===== src/rtl/md_pkg.sv =====
// Shared encodings, default latencies and helpers for the multiply/divide scheduler.
package md_pkg;

  typedef enum logic [2:0] {
    MD_NOP   = 3'd0,
    MD_MULT  = 3'd1,
    MD_MULTU = 3'd2,
    MD_DIV   = 3'd3,
    MD_DIVU  = 3'd4,
    MD_MTHI  = 3'd5,
    MD_MTLO  = 3'd6
  } md_op_e;

  typedef enum logic {
    StIdle,
    StBusy
  } md_state_e;

  localparam int unsigned DEF_MULT_CYCLES = 5;
  localparam int unsigned DEF_DIV_CYCLES  = 10;

  function automatic logic is_md_arith(input logic [2:0] op);
    return (op == MD_MULT) || (op == MD_MULTU) || (op == MD_DIV) || (op == MD_DIVU);
  endfunction

  function automatic logic is_md_div(input logic [2:0] op);
    return (op == MD_DIV) || (op == MD_DIVU);
  endfunction

endpackage


===== src/rtl/md_calc.sv =====
// Combinational MULT/MULTU/DIV/DIVU datapath producing the HI/LO pair for one operation.
module md_calc
  import md_pkg::*;
(
  input  logic [2:0]  op,
  input  logic [31:0] rs_val,
  input  logic [31:0] rt_val,
  output logic [31:0] res_hi,
  output logic [31:0] res_lo,
  output logic        div_zero
);

  logic        signed_op;
  logic        rs_neg;
  logic        rt_neg;
  logic [31:0] rs_mag;
  logic [31:0] rt_mag;
  logic [31:0] divisor;
  logic [31:0] quo_mag;
  logic [31:0] rem_mag;
  logic [63:0] prod_mag;
  logic [63:0] prod;

  // Signed ops run on magnitudes; -2^31 / -1 then wraps naturally to 8000_0000 rem 0.
  always_comb begin
    signed_op = (op == MD_MULT) || (op == MD_DIV);
    rs_neg    = signed_op & rs_val[31];
    rt_neg    = signed_op & rt_val[31];
    rs_mag    = rs_neg ? (32'd0 - rs_val) : rs_val;
    rt_mag    = rt_neg ? (32'd0 - rt_val) : rt_val;

    prod_mag  = {32'd0, rs_mag} * {32'd0, rt_mag};
    prod      = (rs_neg ^ rt_neg) ? (64'd0 - prod_mag) : prod_mag;

    div_zero  = is_md_div(op) && (rt_val == 32'd0);
    divisor   = (rt_val == 32'd0) ? 32'd1 : rt_mag;
    quo_mag   = rs_mag / divisor;
    rem_mag   = rs_mag % divisor;

    res_hi = 32'd0;
    res_lo = 32'd0;
    if (is_md_div(op)) begin
      res_lo = (rs_neg ^ rt_neg) ? (32'd0 - quo_mag) : quo_mag;
      res_hi = rs_neg ? (32'd0 - rem_mag) : rem_mag;
    end else if (is_md_arith(op)) begin
      res_hi = prod[63:32];
      res_lo = prod[31:0];
    end
  end

endmodule


===== src/rtl/md_sched.sv =====
// HI/LO owner for the MIPS pipeline: sequences multi-cycle mul/div, MTHI/MTLO and the D-stage stall.
module md_sched
  import md_pkg::*;
#(
  parameter int unsigned MULT_CYCLES = DEF_MULT_CYCLES,
  parameter int unsigned DIV_CYCLES  = DEF_DIV_CYCLES
) (
  input  logic        clk,
  input  logic        reset,
  input  logic        start,
  input  logic [2:0]  md_op,
  input  logic [31:0] rs_val,
  input  logic [31:0] rt_val,
  input  logic        d_uses_md,
  output logic        busy,
  output logic        md_stall,
  output logic [31:0] hi,
  output logic [31:0] lo
);

  localparam int unsigned MaxCycles = (MULT_CYCLES > DIV_CYCLES) ? MULT_CYCLES : DIV_CYCLES;
  localparam int unsigned CntW      = (MaxCycles > 1) ? $clog2(MaxCycles) : 1;
  localparam logic [CntW-1:0] MultLoad = CntW'(MULT_CYCLES - 1);
  localparam logic [CntW-1:0] DivLoad  = CntW'(DIV_CYCLES - 1);

  md_state_e       state;
  logic [CntW-1:0] count;
  logic [31:0]     pend_hi;
  logic [31:0]     pend_lo;
  logic            pend_zero;

  logic [31:0]     res_hi;
  logic [31:0]     res_lo;
  logic            div_zero;

  md_calc u_calc (
    .op       (md_op),
    .rs_val   (rs_val),
    .rt_val   (rt_val),
    .res_hi   (res_hi),
    .res_lo   (res_lo),
    .div_zero (div_zero)
  );

  always_ff @(posedge clk) begin
    if (reset) begin
      state     <= StIdle;
      busy      <= 1'b0;
      count     <= '0;
      pend_hi   <= 32'd0;
      pend_lo   <= 32'd0;
      pend_zero <= 1'b0;
      hi        <= 32'd0;
      lo        <= 32'd0;
    end else begin
      case (state)
        StIdle: begin
          if (start) begin
            if (is_md_arith(md_op)) begin
              pend_hi   <= res_hi;
              pend_lo   <= res_lo;
              pend_zero <= div_zero;
              count     <= is_md_div(md_op) ? DivLoad : MultLoad;
              busy      <= 1'b1;
              state     <= StBusy;
            end else if (md_op == MD_MTHI) begin
              hi <= rs_val;
            end else if (md_op == MD_MTLO) begin
              lo <= rs_val;
            end
          end
        end
        StBusy: begin
          if (count == '0) begin
            // Divide by zero still occupies the unit but leaves HI/LO untouched.
            if (!pend_zero) begin
              hi <= pend_hi;
              lo <= pend_lo;
            end
            busy  <= 1'b0;
            state <= StIdle;
          end else begin
            count <= count - 1'b1;
          end
        end
        default: begin
          busy  <= 1'b0;
          state <= StIdle;
        end
      endcase
    end
  end

  // Held through the final busy cycle so MFHI/MFLO reach E only after the commit edge.
  assign md_stall = d_uses_md & (busy | (start & is_md_arith(md_op)));

  a_no_start_while_busy: assert property (
    @(posedge clk) disable iff (reset) !(start && busy && (md_op != MD_NOP))
  );

endmodule


===== config.mk =====
export PLATFORM = sky130hd
export DESIGN_NAME = md_sched
export DESIGN_NICKNAME = d
export VERILOG_FILES = /design/src/rtl/md_pkg.sv /design/src/rtl/md_calc.sv /design/src/rtl/md_sched.sv
export SDC_FILE = /design/constraint.sdc
export NUM_CORES = 2
export LEC_CHECK = 0
export CAP_MARGIN = 0
export CORE_ASPECT_RATIO = 0.8
export CORE_MARGIN = 5
export CORE_UTILIZATION = 45
export CTS_CLUSTER_SIZE = 28
export DETAILED_ROUTE_END_ITERATION = 12
export SKIP_LAST_GASP = 1
export SYNTH_ARGS = -nofsm -noshare
export SYNTH_HDL_FRONTEND = slang
export SYNTH_HIERARCHICAL = 1
export SYNTH_SLANG_ARGS = --single-unit

===== constraint.sdc =====
create_clock -name clk -period 136.4 [get_ports clk]
set_input_delay 27.28 -clock clk [delete_from_list [all_inputs] [get_ports clk]]
set_output_delay 27.28 -clock clk [all_outputs]
set_load 0.02 [all_outputs]

=== Word level (Yosys, flattened, before mapping) ===
Cells that the tools add are included.

* Mux-type cells: 34
* Reductions and logical operators: 13
* Eq/ne operators: 15
* Bitwise gates (word level): 7
* $add $sub $neg: 6
* Divide/modulo/power cells: 2
* Multiply operators: 1

{| class="wikitable"
|+ Operators by type and width
! operator !! number
|-
| 32-bit two-way mux || 18
|-
| 32-bit case mux with 2 select lines || 2
|-
| 1-bit by 32-bit subtractor with 32-bit output (first input constant) || 4
|-
| 32-bit by 32-bit multiplier with 64-bit output || 1
|-
| 64-bit two-way mux || 1
|-
| 1-bit by 64-bit subtractor with 64-bit output (first input constant) || 1
|-
| 32-bit by 32-bit divider with 32-bit output || 1
|-
| 32-bit logical NOT || 1
|-
| 32-bit by 32-bit remainder unit with 32-bit output || 1
|-
| 4-bit two-way mux || 4
|-
| 2-bit inequality test (second input constant) || 8
|-
| 3-bit == test (second input constant) || 3
|-
| 3-bit AND reduction || 3
|-
| 4-bit case mux with 2 select lines || 1
|-
| 3-bit by 2-bit == test with 1-bit output (second input constant) || 2
|-
| 1-bit two-way mux || 6
|-
| 6-bit AND reduction || 1
|-
| 1-bit logical OR || 5
|-
| 5-bit AND reduction || 1
|-
| 1-bit bitwise AND || 4
|-
| 4-bit logical NOT || 1
|-
| 1-bit case mux with 2 select lines || 2
|-
| 4-bit by 1-bit subtractor with 4-bit output (second input constant) || 1
|-
| 3-bit by 1-bit == test with 1-bit output (second input constant) || 1
|-
| other kinds (5) || 5
|}

* Word-level logic and storage cells: 86
* Input port bits: 71
* Output and inout bits: 66
* Flip-flop bits (word level): 135

=== Logic depth before layout (Yosys ltp) ===
* Word-level depth: 9
* Mapped depth: 391
* Mapped depth without buffers: 361

=== By module ===
Netlist, hierarchy kept.

{| class="wikitable"
|+ Modules (own cells, without submodules)
! module !! area each (um^2) !! cells an instance !! sequential area each (um^2) !! times used
|-
| md_calc || 67782.5 || 9182 || 0.0 || 1
|-
| md_sched || 6014.5 || 631 || 2702.6 || 1
|}

=== Worst setup path after synthesis ===
Ideal clock, no wire load.

* Kind: input-to-reg
* From: input rt_val[0]
* To: register pend_hi[31]
* Stages on the path: 347
* Setup time: 138 ps
* Arrival: 104918 ps
* Buffers on the path: 51
* Slack: 31344 ps
* Data required time: 136262 ps
* Path through: inv_1 clkbuf_1 ha_1 nor2b_1 nand4_2 nand2_1 xnor2_1 inv_1 o2111ai_2 buf_2 nor4_1 and3_1 a21oi_1 a21oi_1 ha_1 or3_1 a32o_1 a211o_1 (+311 left out) o31ai_1 inv_1 clkbuf_1 o311ai_0 o211ai_1 or3_1 nor3_1 nand2_1 nor4bb_1 and2_1 and3_1 clkbuf_1 nand2_1 o41ai_2 xnor2_1 o22ai_1 nand2_1 a21oi_1

* Word-level cells in the longest chain between the ends: 7
* Elaborated cells on any way between the ends: 11
* Classes of those cells: add/sub: 3; mul: 1; div: 1; mux: 5; reduce/logical: 1

{| class="wikitable"
|+ RTL lines
! item !! RTL line !! source
|-
| start, declared || md_sched.sv:13 || <nowiki>input logic [31:0] rt_val,</nowiki>
|-
| 1-bit by 32-bit subtractor with 32-bit output || md_calc.sv:30 || <nowiki>rt_mag = rt_neg ? (32'd0 - rt_val) : rt_val;</nowiki>
|-
| 32-bit two-way mux || md_calc.sv:30 ||
|-
| 32-bit two-way mux || md_calc.sv:36 || <nowiki>divisor = (rt_val == 32'd0) ? 32'd1 : rt_mag;</nowiki>
|-
| 32-bit by 32-bit remainder unit with 32-bit output || md_calc.sv:38 || <nowiki>rem_mag = rs_mag % divisor;</nowiki>
|-
| 1-bit by 32-bit subtractor with 32-bit output || md_calc.sv:44 || <nowiki>res_hi = rs_neg ? (32'd0 - rem_mag) : rem_mag;</nowiki>
|-
| 32-bit two-way mux || md_calc.sv:44 ||
|-
| 32-bit two-way mux * || md_calc.sv:42 || <nowiki>if (is_md_div(op)) begin</nowiki>
|-
| via res_hi[31] || md_sched.sv:32 || <nowiki>logic [31:0] res_hi;</nowiki>
|-
| end signal, assigned || md_sched.sv:60 || <nowiki>pend_hi <= res_hi;</nowiki>
|-
| end, declared || md_sched.sv:28 || <nowiki>logic [31:0] pend_hi;</nowiki>
|}

Mark *: on every way through the listed nets, which the timed path passes. The rest lies on a longest branch.
A chain may end at the register's enable or synchronous reset.

=== Final worst setup path ===
* From: input rt_val[0]
* To: register pend_hi[29]

The elaborated chain is that of the path after synthesis.

==> run metrics <==
Root Driver clkbuf_16; fmax ~7.8 MHz; RePlAce Congestion approximately 1.1; vias in the first global route 72487; Syn-to-layout area delta 7.03%; hpwl dp 302000 µm; row count 133; worst-case clock buffer depth 2; Compound-Gate Fraction of Synth Area 19.7%; full die area 0.172 mm²; sum of negative setup slack 0 ns; status finished clean; CTS buffer count 17; Fin. Hold Viols 0; CP arrival approximately 130 ns; grt ovf 0; post-synthesis cell area ~0.074 mm²; Clk Latency, worst-skew pair 0.45 ns; die width 463 µm; WL/cell 31.3 µm; total wire length 375000 µm; Cell variety after synth between 100 and 150; Final period util 94.4%; proportion of layout cells with a drive suffix above 1 6.23%; critical path's top delay family compound AO/OA/AOI/OAI gates; drt pass-1 iters 8; Clock Pin Slew Worst Setup and Hold Paths roughly 0.06 ns; Max-slew headroom 10.2%; xor/xnor share of the synthesized area 7.48%; net count after synthesis 11579; final net count 11551; Worst-Margin Slew around 1.3 ns; slowest cell on the critical path nor2_2; first-pass GRT wire length 530000 µm; critical path type input pin to register; initial antenna violation count 28; Total GRT Usage 42.1%; port bufs 136; Post-Syn Instances between 9000 and 10000; Final Critical Period 128.82 ns; post-route ant nets 0; # DRC 0; Post-synth EDFFs 0; Worst Skew 0.0198 ns; post-synthesis simple-gate area fraction 20.9%; Synth Flop Type dfxtp_1; Synth async-reset ratio 0%; Core ar. 0.164 mm²; synthesized flop and latch total 135; # IOs 137; CP Capture Type register; Hold WC Path Type register to register; number of vias per cell 6.45; Yosys top cell area share 24.3%; main combinational cell family by area after synthesis adder cells; setup bufs post-CTS 0; setup violators final 0; Max FO, Critical Path 41; Slew Viols, Final 0; dominant cell type by area after synthesis fa_1; CTS sink cnt ~140; via count 77243; cells resized by post-CTS repair 0; CTS H-tree depth 4; syn_area_per_cell 7.52 µm²; post-synthesis mux area share 1.89%; top cells by area in the synthesized netlist fa_1 24%, ha_1 14%, nand2_1 7.9%; YS warnings 6; largest net degree at the start of global routing 76; CTS Hold Buffers Added 0; WP data required 136.69 ns; Seq/Total Area, Yosys 3.66%; Final Util 48.2%; RSZ-0062 raised after global routing false; Starting DRT DRC Count 10369; cell with the most instances on the worst path ha_1; max cap viols 0; crit-path max cell delay 1.01 ns; Adder-Cell Fraction of Synth Area 37.9%; Die Y roughly 370 µm; CTS tree yes; critical path startpoint category input pin; Initial Utilization a little under half; Buf/Inv on CP 23
[placed cells by master, fill, tap and decap left out, drive strengths merged, types with 93 or more instances in the layout]
master,Yosys,routed
a211oi,122,122
a21o,197,197
a21oi,661,661
buf,101,242
clkdlybuf4s50,0,135
dfxtp,135,135
fa,897,897
ha,798,798
inv,1169,1176
mux2i,105,105
nand2,1564,1564
nand3,139,139
nor2,887,887
nor3,182,182
o21a,133,133
o21ai,336,336
o22ai,93,93
xnor2,361,361
xor2,269,269
[stage by stage]
stage | setup WS (ns) | cells | hold WS [ns] | cell area, µm²
after CTS | 11.73 | 11958 | 0.459 | 78900
after global routing | 3.34 | 11966 | 0.475 | 78900
final | 7.58 | 11981 | 0.461 | 79000
after global placement | 12.33 | 11925 | 0.446 | 78300
after detailed placement | 11.54 | 11926 | 0.446 | 78300
after floorplan | 31.34 | 9813 | 0.436 | 73800
[registers in the layout, summed over array words and instances (netlist names)]
name,cells
busy,1
lo,32
pend_hi,32
pend_lo,32
count,4
hi,32
pend_zero,1
state,1
[tightest hold or removal path: cells and delay by family, from the launching register on]
| family | cells | cell delay [ns] |
|---|---|---|
| compound gates | 1 | 0.05 |
| flops | 1 | 0.31 |
| simple gates | 1 | 0.05 |
[cell families (layout without fill, tap and decap cells)]
logic type | count (synthesis) | after routing
buf+inv | 1603 | 1588
fa+ha+maj | 1695 | 1695
simple gates | 3448 | 3448
other cells | 0 | 23
flops | 135 | 135
compound gates | 2167 | 2167
xor+xnor | 630 | 630
mux | 135 | 135
[layout make-up]
class,count,area [µm²]
clock inverters,13,136
diodes,23,57.6
clock buffers,19,453
fillers,16570,84800
well taps,2160,2700
multi-input cells,8075,65300
flip-flops and latches,135,2710
repair buffers,377,3170
inverters,1179,4430
[metal layers]
layer  GRT usage, %  part of all wire, %  vias up
met2           58.1                   39     5197
met4           17.8                  5.1       10
met5              0                0.019        -
met3           14.2                   14      852
li1               -                    -    33062
met1           59.6                   42    38122
[cell usage after synthesis (all sizes together) (84+ instances only)]
cell type and number:
nand2 1564, inv 1169, fa 897, nor2 887
ha 798, a21oi 661, xnor2 361, o21ai 336
clkbuf 323, xor2 269, a21o 197, nor3 182
nand3 139, dfxtp 135, o21a 133, a211oi 122
mux2i 105, buf 101, o22ai 93, a31oi 88
nand2b 88, nand4 84
[final timing paths]
kind | slack (ns) | depth (start not counted) | to | from
setup reg to reg | 133.73 | 4 | lo[8]$_SDFFE_PP0P_ | state$_SDFF_PP0_
hold / removal | 0.46 | 2 | pend_lo[14]$_SDFFE_PP0P_ | pend_lo[14]$_SDFFE_PP0P_
hold reg to reg | 0.46 | 2 | pend_lo[14]$_SDFFE_PP0P_ | pend_lo[14]$_SDFFE_PP0P_
setup / recovery | 7.58 | 319 | pend_hi[29]$_SDFFE_PP0P_ | rt_val[0]
Power is not shown: default switching activity piles up to over one toggle a cycle in this logic, so the estimate is an artifact.
